`config.mk`:
```
export PLATFORM = sky130hd
export DESIGN_NAME = wb_write_queue
export DESIGN_NICKNAME = d
export VERILOG_FILES = /design/src/rtl/wb_write_queue.sv
export SDC_FILE = /design/constraint.sdc
export NUM_CORES = 1
export LEC_CHECK = 0
export BUFFER_PORTS_ARGS = -buffer_cell sky130_fd_sc_hd__buf_2
export CAP_MARGIN = 20
export CELL_PAD_IN_SITES_DETAIL_PLACEMENT = 1
export CELL_PAD_IN_SITES_GLOBAL_PLACEMENT = 1
export CORE_UTILIZATION = 51
export CTS_CLUSTER_SIZE = 14
export DETAILED_ROUTE_END_ITERATION = 10
export PLACE_DENSITY_LB_ADDON = 0.1
export SLEW_MARGIN = 30
export SYNTH_ARGS = -nofsm -noshare
export SYNTH_HDL_FRONTEND = slang
export SYNTH_SLANG_ARGS = --single-unit
export TNS_END_PERCENT = 50
```
`constraint.sdc`:
```
create_clock -name clk -period 8.2 [get_ports clk]
set_input_delay 0.82 -clock clk [delete_from_list [all_inputs] [get_ports clk]]
set_output_delay 0.82 -clock clk [all_outputs]
set_load 0.01 [all_outputs]
```
`src/rtl/wb_write_queue.sv`:
```
// -----------------------------------------------------------------------------
// wb_write_queue
//   Write-back queue that merges two register-file write sources (an older
//   load-result source "mem" and a younger ALU-result source "alu") into a
//   single registered register-file write port.
//
//   Accepted writes are buffered in a circular FIFO of DEPTH entries and are
//   drained one per cycle while hold is low. Writes to r0 complete their
//   handshake but are discarded. An optional lookup port reports the youngest
//   pending write to a given register (queue entries, then the rf_* stage).
//
// Configuration macro:
//   WBQ_FORWARD_EN : when defined, the lookup (forwarding) logic is built;
//                    when undefined, lookup_hit/lookup_data are tied to 0.
//
// Ports:
//   clk            in   1   rising-edge clock
//   rst            in   1   asynchronous, active-high reset
//   mem_valid      in   1   load-result write request
//   mem_addr       in   5   load-result destination register
//   mem_data       in  32   load-result value
//   mem_ready      out  1   mem request accepted when mem_valid & mem_ready
//   alu_valid      in   1   ALU-result write request
//   alu_addr       in   5   ALU-result destination register
//   alu_data       in  32   ALU-result value
//   alu_ready      out  1   alu request accepted when alu_valid & alu_ready
//   hold           in   1   pause draining while high
//   rf_reg_write   out  1   registered register-file write enable
//   rf_write_addr  out  5   registered register-file write address
//   rf_write_data  out 32   registered register-file write data
//   lookup_addr    in   5   register number to query
//   lookup_hit     out  1   a pending write to lookup_addr exists
//   lookup_data    out 32   value of the youngest pending write (0 if none)
//   count          out  5   occupied queue entries (rf_* stage excluded)
// -----------------------------------------------------------------------------
module wb_write_queue #(
    parameter int DEPTH = 4
) (
    input  logic        clk,
    input  logic        rst,
    input  logic        mem_valid,
    input  logic [4:0]  mem_addr,
    input  logic [31:0] mem_data,
    output logic        mem_ready,
    input  logic        alu_valid,
    input  logic [4:0]  alu_addr,
    input  logic [31:0] alu_data,
    output logic        alu_ready,
    input  logic        hold,
    output logic        rf_reg_write,
    output logic [4:0]  rf_write_addr,
    output logic [31:0] rf_write_data,
    input  logic [4:0]  lookup_addr,
    output logic        lookup_hit,
    output logic [31:0] lookup_data,
    output logic [4:0]  count
);

    localparam int         PW      = (DEPTH > 1) ? $clog2(DEPTH) : 1;
    localparam logic [4:0] DEPTH_C = 5'(DEPTH);

    // Circular-pointer increment that wraps at DEPTH (DEPTH need not be 2^n).
    function automatic logic [PW-1:0] ptr_inc(input logic [PW-1:0] p);
        logic [PW-1:0] r;
        if (p == PW'(DEPTH - 1)) begin
            r = '0;
        end else begin
            r = p + PW'(1);
        end
        return r;
    endfunction

    logic [4:0]    addr_q [DEPTH];
    logic [31:0]   data_q [DEPTH];

    logic [PW-1:0] head_q, head_d;
    logic [PW-1:0] tail_q, tail_d;
    logic [4:0]    count_q, count_d;

    logic          rf_reg_write_q;
    logic [4:0]    rf_addr_q;
    logic [31:0]   rf_data_q;

    logic [4:0]    free_s;
    logic          mem_push_s;
    logic          alu_push_s;
    logic          pop_s;
    logic [PW-1:0] alu_slot_s;

    // Free space is taken from the registered count only, so a pop in the
    // same cycle never opens a slot for an incoming request.
    assign free_s    = DEPTH_C - count_q;
    assign mem_ready = (free_s >= 5'd1);
    // The alu source is younger: it may only go in if the mem request (when
    // present) also fits ahead of it.
    assign alu_ready = (free_s >= (mem_valid ? 5'd2 : 5'd1));

    // r0 writes complete the handshake but never occupy an entry.
    assign mem_push_s = mem_valid & mem_ready & (mem_addr != 5'd0);
    assign alu_push_s = alu_valid & alu_ready & (alu_addr != 5'd0);
    assign pop_s      = ~hold & (count_q != 5'd0);

    // Next-state for pointers and occupancy; mem lands before alu.
    always_comb begin
        alu_slot_s = tail_q;
        tail_d     = tail_q;
        head_d     = head_q;
        if (mem_push_s) begin
            alu_slot_s = ptr_inc(tail_q);
        end else begin
            alu_slot_s = tail_q;
        end
        if (alu_push_s) begin
            tail_d = ptr_inc(alu_slot_s);
        end else begin
            tail_d = alu_slot_s;
        end
        if (pop_s) begin
            head_d = ptr_inc(head_q);
        end else begin
            head_d = head_q;
        end
        count_d = count_q + {4'd0, mem_push_s} + {4'd0, alu_push_s} - {4'd0, pop_s};
    end

    // Pointer, occupancy and rf output-stage registers.
    always_ff @(posedge clk or posedge rst) begin
        if (rst) begin
            head_q         <= '0;
            tail_q         <= '0;
            count_q        <= 5'd0;
            rf_reg_write_q <= 1'b0;
            rf_addr_q      <= 5'd0;
            rf_data_q      <= 32'd0;
        end else begin
            head_q  <= head_d;
            tail_q  <= tail_d;
            count_q <= count_d;
            if (pop_s) begin
                rf_reg_write_q <= 1'b1;
                rf_addr_q      <= addr_q[head_q];
                rf_data_q      <= data_q[head_q];
            end else begin
                rf_reg_write_q <= 1'b0;
            end
        end
    end

    // Entry storage; contents are meaningless outside head..tail so no reset.
    always_ff @(posedge clk) begin
        if (mem_push_s) begin
            addr_q[tail_q] <= mem_addr;
            data_q[tail_q] <= mem_data;
        end
        if (alu_push_s) begin
            addr_q[alu_slot_s] <= alu_addr;
            data_q[alu_slot_s] <= alu_data;
        end
    end

    assign rf_reg_write  = rf_reg_write_q;
    assign rf_write_addr = rf_addr_q;
    assign rf_write_data = rf_data_q;
    assign count         = count_q;

`ifdef WBQ_FORWARD_EN
    logic        lookup_hit_s;
    logic [31:0] lookup_data_s;
    logic [4:0]  lk_slot_s;

    // Youngest-match search: rf stage first (oldest), then queue entries from
    // head to tail so later matches overwrite earlier ones.
    always_comb begin
        lookup_hit_s  = 1'b0;
        lookup_data_s = 32'd0;
        lk_slot_s     = 5'd0;
        if (lookup_addr != 5'd0) begin
            if (rf_reg_write_q && (rf_addr_q == lookup_addr)) begin
                lookup_hit_s  = 1'b1;
                lookup_data_s = rf_data_q;
            end else begin
                lookup_hit_s  = 1'b0;
            end
            for (int i = 0; i < DEPTH; i++) begin
                lk_slot_s = 5'(head_q) + 5'(i);
                if (lk_slot_s >= DEPTH_C) begin
                    lk_slot_s = lk_slot_s - DEPTH_C;
                end else begin
                    lk_slot_s = lk_slot_s;
                end
                if ((5'(i) < count_q) && (addr_q[lk_slot_s[PW-1:0]] == lookup_addr)) begin
                    lookup_hit_s  = 1'b1;
                    lookup_data_s = data_q[lk_slot_s[PW-1:0]];
                end else begin
                    lookup_hit_s  = lookup_hit_s;
                end
            end
        end else begin
            lookup_hit_s  = 1'b0;
            lookup_data_s = 32'd0;
        end
    end

    assign lookup_hit  = lookup_hit_s;
    assign lookup_data = lookup_data_s;
`else
    logic lookup_unused_s;

    assign lookup_unused_s = ^lookup_addr;
    assign lookup_hit      = 1'b0;
    assign lookup_data     = 32'd0;
`endif

endmodule

```
==> results.md, run 1 <==
* Root buf cell: clkbuf_16
* Final Net Count at 794
* DR vias/cell at 5.67
* Placer Congestion at 0.748
* Final hold viol count at 0
* Hold-fix buffers, CTS at 0
* CTS Buf Count at 17
* Combinational cell fraction of total power at 0.369
* Final TNS setup at 0 ns
* RR Endpoint: data_q[1][10]
* Critical Path Sink: data_q[1][10]
* Synth Area per Inst at 17.2 um2
* Vias in the first global route at 5926
* Sequential cell area fraction in the yosys report at 0.578
* Power density cells at 390 mW/mm2
* Reg2reg setup slack at 3.90 ns
* Final min period at 4.30 ns
* Share of flip-flops with an asynchronous set or reset at 0.241
* Internal power at 2.91 mW
* Top-count cell post-synth: edfxtp_1
* Die Ht at 140 um
* Max Slew Vio Count at 0
* First-pass GRT wire length at 32600 um
* DRC Markers at 0
* P_sw at 1.41 mW
* Status: complete, no violations
* Area of the multi-input gates at 0.00376 mm2
* Part of the power in registers at 0.425
* Rows at 50
* Post-synth top area share at 0.457
* Max-Cap Viols at 0
* Post-route clock period utilization at 0.524
* CORE AREA at 0.0187 mm2
* Area delta synth->final at 13.8%
* DR iter-0 viols at 225
* Startpoint types: flip-flop
* IO buf count at 123
* Drt wl/cell at 22.5 um
* Synth warnings at 0
* WS Path Type: flip-flop to flip-flop
* DRT Pass-1 Iters at 4
* R2R cell count at 13
* Top FF cell, synth: edfxtp_1
* Hold Path Class: primary input to async pin
* DRT antenna net count at 0
* Final setup viols at 0
* Setup Fix Bufs, Post-CTS at 0
* Pin count of the biggest net entering global routing at 42
* Worst Slack Setup Final at 3.90 ns
* DP Cell Count at 904
* Slew @ Worst Pin at 0.695 ns
* P_leak at 4.35 nW
* Synth Cell Area at 0.00973 mm2
* Register bit total from synthesis at 195
* Post-synth EDFFs at 148
* Crit path required time at 8.26 ns
* Antenna violations before repair at 3
* Share of layout cells above drive strength 1 at 0.500
* DP Worst Slack at 3.87 ns
* Post-CTS Resized at 0
* Clock power share at 0.206
* H-Tree Depth at 4
* Via count at 5327
* CTS Buffer Depth at 2
* DP HPWL at 12900 um
* Top Ports at 162
* Full die area at 0.0196 mm2
* RSZ-0062 raised after global routing: false
* Critical path launch point: count[0]
* Slew HR at 0.537
* Filler cell count at 1721
* Synth area leaders: edfxtp_1, mux2_2, dfrtp_1, mux4_2, mux2_1
* CP endpoint kind: flip-flop
* Yosys top cell by area: edfxtp_1
* Total grt overflow at 0
* Post-Route WL at 21100 um
* FMAX at 0.233 GHz
* Synth Instances at 566
* Worst skew pair latency at 0.43 ns
* Total GRT Usage at 0.228
* Reg clk slew, reported paths at 0.07 ns
* Clock sink count at 195
* Sw Ratio at 0.326
* Crit Path Max Fanout at 37
* WP data arrival at 4.36 ns
* Die X at 140 um
* Starting Density at 0.520
* Final clock skew at 0.0107 ns
* Synth unique cells at 36
* Post-Route Utilization at 0.592
* Register area at 0.00563 mm2
* Synth cell count leaders: edfxtp_1, mux2_2, mux2_1
* Peak supply drop at 0.000173 V
* Final Non-Filler Cells at 939
* R2r startpoint: count[0]
* Tot Pwr at 4.32 mW
* CTS tree: yes
[cells in the final DEF (no fill, tap or decap), drive strengths merged]
cell type	synthesis	routed
a21o	2	2
a21oi	7	7
a31oi	1	1
buf	55	134
bufinv	0	4
clkbuf	7	17
clkinv	0	4
clkinvlp	0	3
conb	1	33
dfrtp	47	47
diode	0	3
edfxtp	148	148
fa	2	2
ha	19	19
inv	16	20
mux2	189	189
mux2i	1	1
mux4	37	37
nand2	12	12
nand2b	2	2
nand3	1	1
nand4b	1	1
nor2	4	4
nor2b	1	1
nor3	1	1
o211ai	2	2
o21ai	1	1
o311a	1	1
or2	1	1
or3	1	1
or4	1	1
xnor2	3	3
xor2	2	2
[how the worst min path moves through the flow]
stage,startpoint,end,slack [ns],cells after the start
finish,rst,rf_write_data[25],0.39,2
global route,rst,rf_write_data[25],0.42,2
CTS,rst,rf_write_data[25],0.40,2
detailed placement,rf_write_data[12],rf_write_data[12],0.49,1
global placement,rf_write_data[15],rf_write_data[15],0.48,1
floorplan,rf_write_addr[0],rf_write_addr[0],0.55,1
[state kept, by name, indices dropped and copies added (netlist names)]
signal / flops
data_q: 128
rf_write_data: 32
addr_q: 20
count: 5
rf_write_addr: 5
head_q: 2
tail_q: 2
rf_reg_write: 1
[critical path, stage by stage (launching register included)]
cell	delay, ns
dfrtp_1	0.44
inv_1	0.17
ha_1	0.31
or2_1	0.15
a21oi_2	0.07
o211ai_1	0.32
nor2b_1	0.49
mux2_4	0.38
inv_1	0.09
ha_1	0.16
nand2_2	0.29
buf_4	0.40
nand2_2	0.11
buf_4	0.51
[area by class of cell]
class / count / area share
antenna: 3 / 0.000678
clock buffer: 17 / 0.0384
clock inverter: 15 / 0.0185
inverter: 16 / 0.00542
multi-input combinational: 325 / 0.339
sequential: 195 / 0.508
tap: 234 / 0.0264
timing repair buffer: 134 / 0.0631
[metrics by stage]
stage | hold slack, ns | area, um2
CTS | 0.400 | 11100
floorplan | 0.551 | 9850
global route | 0.416 | 11100
global placement | 0.484 | 10400
finish | 0.390 | 11100
detailed placement | 0.492 | 10400
[layer usage]
layer / vias up / routed length [um] / GRT usage
met2: 159 / 11200 / 0.411
li1: 2361 / - / -
met3: 31 / 914 / 0.0482
met4: 0 / 397 / 0.0752
met1: 2776 / 8580 / 0.271
met5: - / 0 / 0
[logic make-up (layout without fill, tap and decap cells)]
family | after synthesis | count (layout) | share of synthesized area
buffers and inverters | 78 | 182 | 0.0521
xor gates and xnor gates | 5 | 5 | 0.00450
DFF | 195 | 195 | 0.578
AOI/OAI and AO/OA | 14 | 14 | 0.0113
and+or+nand+nor | 25 | 25 | 0.0121
muxes | 227 | 227 | 0.313
other | 1 | 36 | 0.000385
adders and majority gates | 21 | 21 | 0.0285
[power by group through the flow]
stage / Clock, mW / Sequential (mW) / Combinational [mW]
global placement: 0 / 1.83 / 1.57
detailed placement: 0 / 1.86 / 1.62
CTS: 0.905 / 1.85 / 1.63
finish: 0.890 / 1.84 / 1.60
global route: 0.941 / 1.89 / 1.73
floorplan: 0 / 1.80 / 1.17
Power figures use the tool's default switching activity.
==> inputs of run 2 (changes only) <==
--- a/config.mk
+++ b/config.mk
@@ -5,11 +5,12 @@
 export SDC_FILE = /design/constraint.sdc
 export NUM_CORES = 1
 export LEC_CHECK = 0
+export ABC_AREA = 1
 export BUFFER_PORTS_ARGS = -buffer_cell sky130_fd_sc_hd__buf_2
 export CAP_MARGIN = 20
 export CELL_PAD_IN_SITES_DETAIL_PLACEMENT = 1
 export CELL_PAD_IN_SITES_GLOBAL_PLACEMENT = 1
-export CORE_UTILIZATION = 51
+export CORE_UTILIZATION = 39
 export CTS_CLUSTER_SIZE = 14
 export DETAILED_ROUTE_END_ITERATION = 10
 export PLACE_DENSITY_LB_ADDON = 0.1
==> constraint.sdc (replaced) <==
create_clock -name clk -period 3.7 [get_ports clk]
set_input_delay 0.37 -clock clk [delete_from_list [all_inputs] [get_ports clk]]
set_output_delay 0.37 -clock clk [all_outputs]
set_load 0.01 [all_outputs]
==> results.md, run 2 <==
* Synth Instances at 1044 (was 566)
* DRT antenna net count at 0 (unchanged)
* Slew @ Worst Pin at 0.929 ns (was 0.695 ns)
* Met3 usage in global routing at 0.0300 (was 0.0482)
* Die Ht at 160 um (was 140 um)
* Max-Cap Viols at 0 (unchanged)
* Post-route clock period utilization at 0.853 (was 0.524)
* Top-count cell post-synth: nor2_1 (was edfxtp_1)
* CP delay by family, top: simple AND/OR/NAND/NOR gates (was buffers and inverters)
* Startpoint types: flip-flop (unchanged)
* Final min period at 3.16 ns (was 4.30 ns)
* Final hold viol count at 0 (unchanged)
* RSZ-0062 raised after global routing: false (unchanged)
* Die X at 160 um (was 140 um)
* Slew HR at 0.380 (was 0.537)
* Met1 Track Usage GR at 0.249 (was 0.271)
* DP Cell Count at 1441 (was 904)
* FMAX at 0.317 GHz (was 0.233 GHz)
* CORE AREA at 0.0245 mm2 (was 0.0187 mm2)
* RR Endpoint: data_q[3][30] (was data_q[1][10])
* DP HPWL at 15500 um (was 12900 um)
* CTS Buf Count at 17 (unchanged)
* Status: complete, no violations (unchanged)
* DRC Markers at 0 (unchanged)
* Yosys top cell by area: edfxtp_1 (unchanged)
* Share of layout cells above drive strength 1 at 0.168 (was 0.500)
* Antenna violations before repair at 1 (was 3)
* Vias in the first global route at 7655 (was 5926)
* Share of flip-flops with an asynchronous set or reset at 0.241 (unchanged)
* Placer Congestion at 0.752 (was 0.748)
* Starting Density at 0.400 (was 0.520)
* CTS Buffer Depth at 2 (unchanged)
* Total GRT Usage at 0.208 (was 0.228)
* IO buf count at 123 (unchanged)
* Reg clk slew, reported paths at 0.08 ns (was 0.07 ns)
* Filler cell count at 2870 (was 1721)
* Area delta synth->final at 13.2% (was 13.8%)
* Area of the multi-input gates at 0.00341 mm2 (was 0.00376 mm2)
* Max FFs per register at 128 (unchanged)
* Top FF cell, synth: edfxtp_1 (unchanged)
* GRT Max-Usage Layer: met2 (unchanged)
* Final setup viols at 0 (unchanged)
* Final TNS setup at 0 ns (unchanged)
* Critical path's most frequent cell: nand2_1
* Post-CTS Resized at 0 (unchanged)
* First-pass GRT wire length at 41000 um (was 32600 um)
* Via count at 7417 (was 5327)
* Worst skew pair latency at 0.44 ns (was 0.43 ns)
* DRT Pass-1 Iters at 4 (unchanged)
* Dpl cell area at 0.0105 mm2 (was 0.0104 mm2)
* Post-Route WL at 26000 um (was 21100 um)
* Worst Path Buf+Inv at 4 (unchanged)
* P_leak at 4.77 nW (was 4.35 nW)
* Synth warnings at 0 (unchanged)
* R2r startpoint: count[1] (was count[0])
* Crit path required time at 3.86 ns (was 8.26 ns)
* Register with the most flip-flops: data_q (unchanged)
* Hold-fix buffers, CTS at 0 (unchanged)
* Drt wl/cell at 17.7 um (was 22.5 um)
* Synth Cell Area at 0.00979 mm2 (was 0.00973 mm2)
* Final Net Count at 1241 (was 794)
* WS Path Type: flip-flop to flip-flop (unchanged)
* Power density cells at 861 mW/mm2 (was 390 mW/mm2)
* DR vias/cell at 5.03 (was 5.67)
* Setup Fix Bufs, Post-CTS at 0 (unchanged)
* Reg2reg setup slack at 0.54 ns (was 3.90 ns)
* Root buf cell: clkbuf_16 (unchanged)
* CP Cell Sequence: inv_1, ha_1, inv_1, nand2_1, nand2_1, nor2_1, nand3_2, nand2_1, nand2_1, nand2_1, inv_1, ha_1, nand2_4, buf_12, o21ai_0 (was inv_1, ha_1, or2_1, a21oi_2, o211ai_1, nor2b_1, mux2_4, inv_1, ha_1, nand2_2, buf_4, nand2_2, buf_4)
* Register area at 0.00562 mm2 (was 0.00563 mm2)
* Crit path largest cell delay at 0.41 ns (was 0.51 ns)
* Register bit total from synthesis at 195 (unchanged)
* Slowest stage cell, crit path: dfrtp_1 (was buf_4)
* Finished Cell Area at 0.0111 mm2 (about the same)
* Top Ports at 162 (unchanged)
* Crit Path Max Fanout at 52 (was 37)
* Synth Area per Inst at 9.38 um2 (was 17.2 um2)
* Pin count of the biggest net entering global routing at 80 (was 42)
* Post-synth top area share at 0.454 (was 0.457)
* Most frequent cells in the layout: nor2_1, nand2_1, edfxtp_1, o21ai_0, buf_2 (was edfxtp_1, buf_2, mux2_2, mux2_1, dfrtp_1)
* R2R cell count at 15 (was 13)
* WP data arrival at 3.32 ns (was 4.36 ns)
* Commonest non-fill, non-tap cell in the layout: nor2_1 (was edfxtp_1)
* CTS tree: yes (unchanged)
* Sequential cell area fraction in the yosys report at 0.574 (was 0.578)
* DR iter-0 viols at 395 (was 225)
* CP endpoint kind: flip-flop (unchanged)
* Met2 GRT Util at 0.390 (was 0.411)
* H-Tree Depth at 4 (unchanged)
* Max Slew Vio Count at 0 (unchanged)
* Rows at 57 (was 50)
* Synth area leaders: edfxtp_1, dfrtp_1, nor2_1, o21ai_0, nand2_1 (was edfxtp_1, mux2_2, dfrtp_1, mux4_2, mux2_1)
* Full die area at 0.0257 mm2 (was 0.0196 mm2)
* Final clock skew at 0.0104 ns (was 0.0107 ns)
* Synth cell count leaders: nor2_1, nand2_1, edfxtp_1 (was edfxtp_1, mux2_2, mux2_1)
* Clock sink count at 195 (unchanged)
* Hold Path Class: primary input to async pin (unchanged)
* Post-synth EDFFs at 148 (unchanged)
* Synth unique cells at 29 (was 36)
* Total grt overflow at 0 (unchanged)
* Peak supply drop at 0.000532 V (was 0.000173 V)
* Final Non-Filler Cells at 1474 (was 939)
==> run 2: worst max-delay path by stage <==
stage / startpoint / to / cells after the start
6_report: count[1] / data_q[3][30] / 15
4_1_cts: count[1] / data_q[3][22] / 15
2_1_floorplan: count[1] / addr_q[3][0] / 14
3_5_place_dp: count[1] / data_q[3][26] / 15
3_3_place_gp: count[1] / count[4] / 16
5_1_grt: count[1] / data_q[3][22] / 15
==> run 2: stage by stage <==
step	power (mW)	util	hold WS, ns	worst slack, ns
6_report	9.54	0.453	0.103	0.542
3_3_place_gp	7.69	0.429	0.533	0.661
2_1_floorplan	6.53	-	0.531	0.451
4_1_cts	9.69	0.453	0.140	0.531
5_1_grt	10.2	0.453	0.165	0.206
3_5_place_dp	7.84	0.429	0.541	0.576
==> run 2: report_power, final <==
part / internal (mW) / total (mW) / switching (mW)
combinational: 1.20 / 3.80 / 2.60
clock: 0.909 / 1.85 / 0.940
sequential: 3.56 / 3.89 / 0.331
==> run 2: final cells by class <==
class | instances | share of cell area
sequential | 195 | 0.507
multi-input combinational | 719 | 0.307
timing repair buffer | 138 | 0.0736
clock buffer | 17 | 0.0384
tap | 324 | 0.0366
inverter | 65 | 0.0225
clock inverter | 15 | 0.0147
antenna | 1 | 0.000226
==> run 2: per-layer routing <==
metal	up-vias	share of wire
li1	3633	-
met1	3646	0.44
met2	118	0.52
met3	20	0.029
met4	0	0.011
met5	-	0
==> run 2: cell families (layout without fill, tap and decap cells) <==
logic type | Yosys count | after routing | share of synthesized area
other cells | 1 | 34 | 0.000383
xor+xnor | 4 | 4 | 0.00358
flops | 195 | 195 | 0.574
buf+inv | 162 | 235 | 0.0931
compound gates | 268 | 268 | 0.142
fa+ha+maj | 21 | 21 | 0.0284
simple gates | 393 | 393 | 0.158
==> run 2: worst reg2reg max path, delay by kind of cell, from the launching register on <==
family                   cells  cell delay (ns)
AND/OR/NAND/NOR              8             1.16
adder cells (fa/ha/maj)      2             0.53
flip-flops                   1             0.41
buffers and inverters        4             0.60
AO/OA/AOI/OAI                1             0.17
